==> src/rtl/isa_vram_arbiter.sv <==
// isa_vram_arbiter: slot arbiter sharing one async video SRAM between video fetch and ISA CPU cycles
module isa_vram_arbiter #(
    parameter int ADDR_WIDTH = 19
) (
    input  logic                  clk,
    input  logic                  reset,
    input  logic                  isa_sel,
    input  logic [ADDR_WIDTH-1:0] isa_a,
    input  logic                  bus_memr_l,
    input  logic                  bus_memw_l,
    input  logic [7:0]            isa_din,
    output logic [7:0]            isa_dout,
    output logic                  bus_rdy_l,
    input  logic [ADDR_WIDTH-2:0] vid_addr,
    output logic [7:0]            vid_char,
    output logic [7:0]            vid_attr,
    output logic                  vid_valid,
    output logic [ADDR_WIDTH-1:0] ram_a,
    output logic [7:0]            ram_d_out,
    output logic                  ram_d_oe,
    input  logic [7:0]            ram_d_in,
    output logic                  ram_ce_l,
    output logic                  ram_oe_l,
    output logic                  ram_we_l
);
    typedef enum logic [1:0] {IDLE, PEND, ACC, DONE} state_t;
    state_t state, state_nx;
    logic [1:0] slot;
    logic [1:0] rd_sync, wr_sync, sel_sync, prime;
    logic armed, cpu_rd, start, acc, strobes_high;
    logic [ADDR_WIDTH-1:0] cpu_a;
    assign strobes_high = rd_sync[1] & wr_sync[1];
    assign start = (state == IDLE) & armed & sel_sync[1] & (rd_sync[1] ^ wr_sync[1]);
    assign acc = (state == ACC);
    always_ff @(posedge clk) begin
        if (reset) state <= IDLE;
        else state <= state_nx;
    end
    always_comb begin
        state_nx = state;
        case (state)
            IDLE: state_nx = start ? PEND : IDLE;
            PEND: state_nx = (slot == 2'd1) ? ACC : PEND;
            ACC: state_nx = DONE;
            DONE: state_nx = strobes_high ? IDLE : DONE;
            default: state_nx = IDLE;
        endcase
    end
    // armed stays low until strobes are seen high after reset, so a strobe held across reset is ignored
    always_ff @(posedge clk) begin
        if (reset) begin
            slot <= 2'd0;
            rd_sync <= 2'b11;
            wr_sync <= 2'b11;
            sel_sync <= 2'b11;
            prime <= 2'b00;
            armed <= 1'b0;
            cpu_a <= '0;
            cpu_rd <= 1'b0;
            ram_d_out <= 8'h00;
            isa_dout <= 8'h00;
            vid_char <= 8'h00;
            vid_attr <= 8'h00;
            vid_valid <= 1'b0;
        end else begin
            slot <= slot + 2'd1;
            rd_sync <= {rd_sync[0], bus_memr_l};
            wr_sync <= {wr_sync[0], bus_memw_l};
            sel_sync <= {sel_sync[0], isa_sel};
            prime <= {prime[0], 1'b1};
            armed <= armed | (prime[1] & strobes_high);
            if (start) begin
                cpu_a <= isa_a;
                cpu_rd <= ~rd_sync[1];
                ram_d_out <= isa_din;
            end
            if (acc && cpu_rd) isa_dout <= ram_d_in;
            if (slot == 2'd0) vid_char <= ram_d_in;
            if (slot == 2'd1) vid_attr <= ram_d_in;
            vid_valid <= (slot == 2'd1);
        end
    end
    assign bus_rdy_l = (state == PEND) | acc;
    assign ram_ce_l = reset;
    assign ram_oe_l = reset | ~(~slot[1] | (acc & cpu_rd));
    assign ram_we_l = reset | ~(acc & ~cpu_rd);
    assign ram_d_oe = ~reset & acc & ~cpu_rd;
    assign ram_a = reset ? '0 : (slot[1] ? cpu_a : {vid_addr, slot[0]});
endmodule
==> config.mk <==
export PLATFORM = sky130hd
export DESIGN_NAME = isa_vram_arbiter
export DESIGN_NICKNAME = d
export VERILOG_FILES = /design/src/rtl/isa_vram_arbiter.sv
export SDC_FILE = /design/constraint.sdc
export NUM_CORES = 1
export LEC_CHECK = 0
export ABC_CLOCK_PERIOD_IN_PS = 1420
export BUFFER_PORTS_ARGS = -buffer_cell sky130_fd_sc_hd__buf_2
export CAP_MARGIN = 20
export CORE_ASPECT_RATIO = 0.6
export CORE_MARGIN = 2
export CORE_UTILIZATION = 40
export DETAILED_ROUTE_END_ITERATION = 8
export PLACE_DENSITY = 0.71
export SYNTH_ARGS = -nofsm -noshare
export SYNTH_HDL_FRONTEND = slang
export SYNTH_SLANG_ARGS = --single-unit
==> constraint.sdc <==
create_clock -name clk -period 1.42 [get_ports clk]
set_clock_uncertainty 0.05 [all_clocks]
set_input_delay 0.071 -clock clk [delete_from_list [all_inputs] [get_ports clk]]
set_output_delay 0.071 -clock clk [all_outputs]
set_load 0.01 [all_outputs]
==> results.yml <==
setup_path:
  rr_worst_depth: 5
  timing.rr.start: "rd_sync[1]$_SDFF_PP1_"
  worstPathMaxFanout: 6
  rrSetupSlack_ps: 40
  end_kind: "output pin"
  crit_arrival_ps: 1280
  crit_type: "register to output pin"
  cp.required_ps: 1300
  worst_setup_path_start_kind: "register"
  r2r_end: "cpu_a[14]$_SDFFE_PP0P_"
synth:
  synth_nets: 372
  synthCells: 306
  yosysUniqueCellTypes: 22
  syn_area_mm2: 0.00270
  synth_compound_area_frac: 0.0949
  synth_top_family_by_area: "simple AND/OR/NAND/NOR gates"
  synthMuxAreaShare: 0.130
  synthSimpleGateAreaFrac: 0.191
  synth.avg_cell_area_um2: 8.83
  synth_xor_area_frac: 0
  synthAdderAreaFrac: 0.0370
  seq_area_frac_synth: 0.489
  ys_ff_latch: 66
  ys_warn_count: 0
timing:
  fin_setup_tns_ps: 0
  setup_ws_ps: 17.1
  setup_viol: 0
  fin_crit_ps: 1400
  worstMarginPinSlew_ps: 395
  rsz0062_at_grt: "yes"
  clock.fmax_mhz: 713
  relSlewSlack: 0.737
  fin_crit_sh: 0.988
  hold_ws_ps: 10.8
  hold_viol: 0
  slew_violations: 0
final_layout:
  final_common_cell: "buf_2"
  fin_cells: 556
  multi_input_area_mm2: 0.00128
  antennaDiodeCount: 0
  fill_cells: 553
  regArea_mm2: 0.00133
  final_nets: 530
  drive_gt1_frac: 0.394
  area_delta_synth_final_pct: 60.0
  layout_common_cells: "113 x buf_2, 65 x nand2_1, 61 x dfxtp_1"
floorplanning:
  die_y_um: 67.7
  ios: 115
  core-area_mm2: 0.00662
  initial_utilization: 0.408
  dieArea_mm2: 0.00745
  fp.dieW_um: 110
  std_cell_rows: 23
clock_tree:
  h-tree-depth: 3
  cts_buffers: 9
  clock_sinks: 66
  insertion_delay_ps: 320
  cts_buffer_depth: 2
  cts_tree: "built"
  cts_root_buf: "clkbuf_16"
  path_clk_slew_ps: 50
placement:
  place.gp.congestion: 0.792
  place_inst: 497
  port_buffers: 114
  dp_hpwl_um: 4610
  dpl_worst_slack_ps: 1.22
power:
  ir_worst_vdd_uv: 718
  p_leak_nw: 1.94
  cellPowerDensity_mw_per_mm2: 1210
detailed_routing:
  vias_per_cell: 4.70
  drtAntennaViolNets: 0
  drt-initial-drc-count: 133
  first_pass_iters: 4
  vias: 2615
  wl_per_cell_um: 13.2
  drc: 0
  routed_wl_um: 7360
run_status:
  status: "completed"
grt:
  grt_pass1_vias: 2282
  grt_antenna_before_repair: 0
  grt_pass1_wl_um: 10000
  track_usage: 0.178
  grt_max_degree: 44
  grt_overflow: 0
worst_hold_path:
  hp-class: "input port to register"
  min_to: "isa_dout[4]$_SDFFE_PP0P_"
  worstHoldStart: "ram_d_in[4]"
  min_path_cells: 3
run:
  maxCapViolations: 0
## critical path, stage by stage, from the launching register on
cell and delay (ps):
dfxtp_4 390, clkbuf_16 170, mux2i_1 200, nor2_1 60, buf_2 140
## layout make-up
class                      count  share of cell area
multi-input combinational    209               0.295
timing repair buffer         170               0.283
sequential                    66               0.307
tap                           87              0.0252
clock inverter                 5              0.0231
clock buffer                  11              0.0584
inverter                       8             0.00752
## worst max-delay path by stage
| stage | endpoint | from | depth (start not counted) | slack (ps) |
|---|---|---|---|---|
| floorplan | state[0]$_SDFF_PP0_ | slot[1]$_SDFF_PP0_ | 8 | 10 |
| global placement | cpu_rd$_SDFFE_PP0P_ | rd_sync[1]$_SDFF_PP1_ | 5 | 80 |
| detailed placement | cpu_a[14]$_SDFFE_PP0P_ | state[0]$_SDFF_PP0_ | 6 | 1 |
| CTS | ram_d_out[0]$_SDFFE_PP0P_ | state[1]$_SDFF_PP0_ | 6 | -2 |
| global route | ram_a[16] | slot[1]$_SDFF_PP0_ | 4 | -50 |
| finish | ram_a[10] | slot[1]$_SDFF_PP0_ | 4 | 20 |
## routing by layer
layer | GRT usage | part of all wire
met5 | 0 | 0
met4 | 0.0422 | 0.0045
met3 | 0.0627 | 0.077
met2 | 0.314 | 0.45
met1 | 0.209 | 0.46
## through the flow
stage / power [mW] / util / instance area (µm²)
after global placement: 2.54 / 0.514 / 3400
final: 5.23 / 0.653 / 4330
after floorplan: 2.33 / - / 2710
after global routing: 5.44 / 0.653 / 4330
after detailed placement: 2.55 / 0.514 / 3400
after CTS: 5.24 / 0.631 / 4180
## registers in the layout (all words and copies together) (netlist names), 8 cells and up
signal,count
cpu_a,19
isa_dout,8
vid_char,8
vid_attr,8
ram_d_out,8
## power by group
group	internal, mW	switching (mW)
clock network	1.80	0.774
registers	1.92	0.0414
logic	0.374	0.314
## cells by family after synthesis
kind of cell	count (synthesis)
AND/OR/NAND/NOR	125
buffers and inverters	31
flip-flops	66
multiplexers	35
adder cells (fa/ha/maj)	8
AO/OA/AOI/OAI	41
## synth_stat cells
cell type | number | area, µm²
a211oi_2 | 1 | 12.5
mux2i_1 | 35 | 350
nand2_1 | 66 | 248
clkbuf_1 | 4 | 15.0
nor2_1 | 40 | 150
nor2b_1 | 2 | 12.5
buf_6 | 2 | 22.5
buf_1 | 1 | 3.75
dfxtp_1 | 66 | 1320
a211oi_1 | 1 | 7.51
inv_1 | 8 | 30.0
buf_4 | 3 | 22.5
a221oi_1 | 1 | 8.76
and2_1 | 1 | 6.26
nand3_1 | 8 | 40.0
or2_2 | 6 | 37.5
a21oi_2 | 10 | 87.6
ha_1 | 8 | 100
nand4_2 | 1 | 12.5
a21oi_1 | 28 | 140
and4_1 | 1 | 8.76
buf_2 | 13 | 65.1
## timing repair
action / CTS / global route
endpoints found under the setup margin: 27 / 53
hold endpoints to repair: 50 / 0
gates resized for setup: 13 / 17
gates cloned: 0 / 4
hold buffers: 37 / 0
pin swaps: 1 / 2
setup buffers: 2 / 0
No activity file was read; power rests on OpenSTA's default activity.
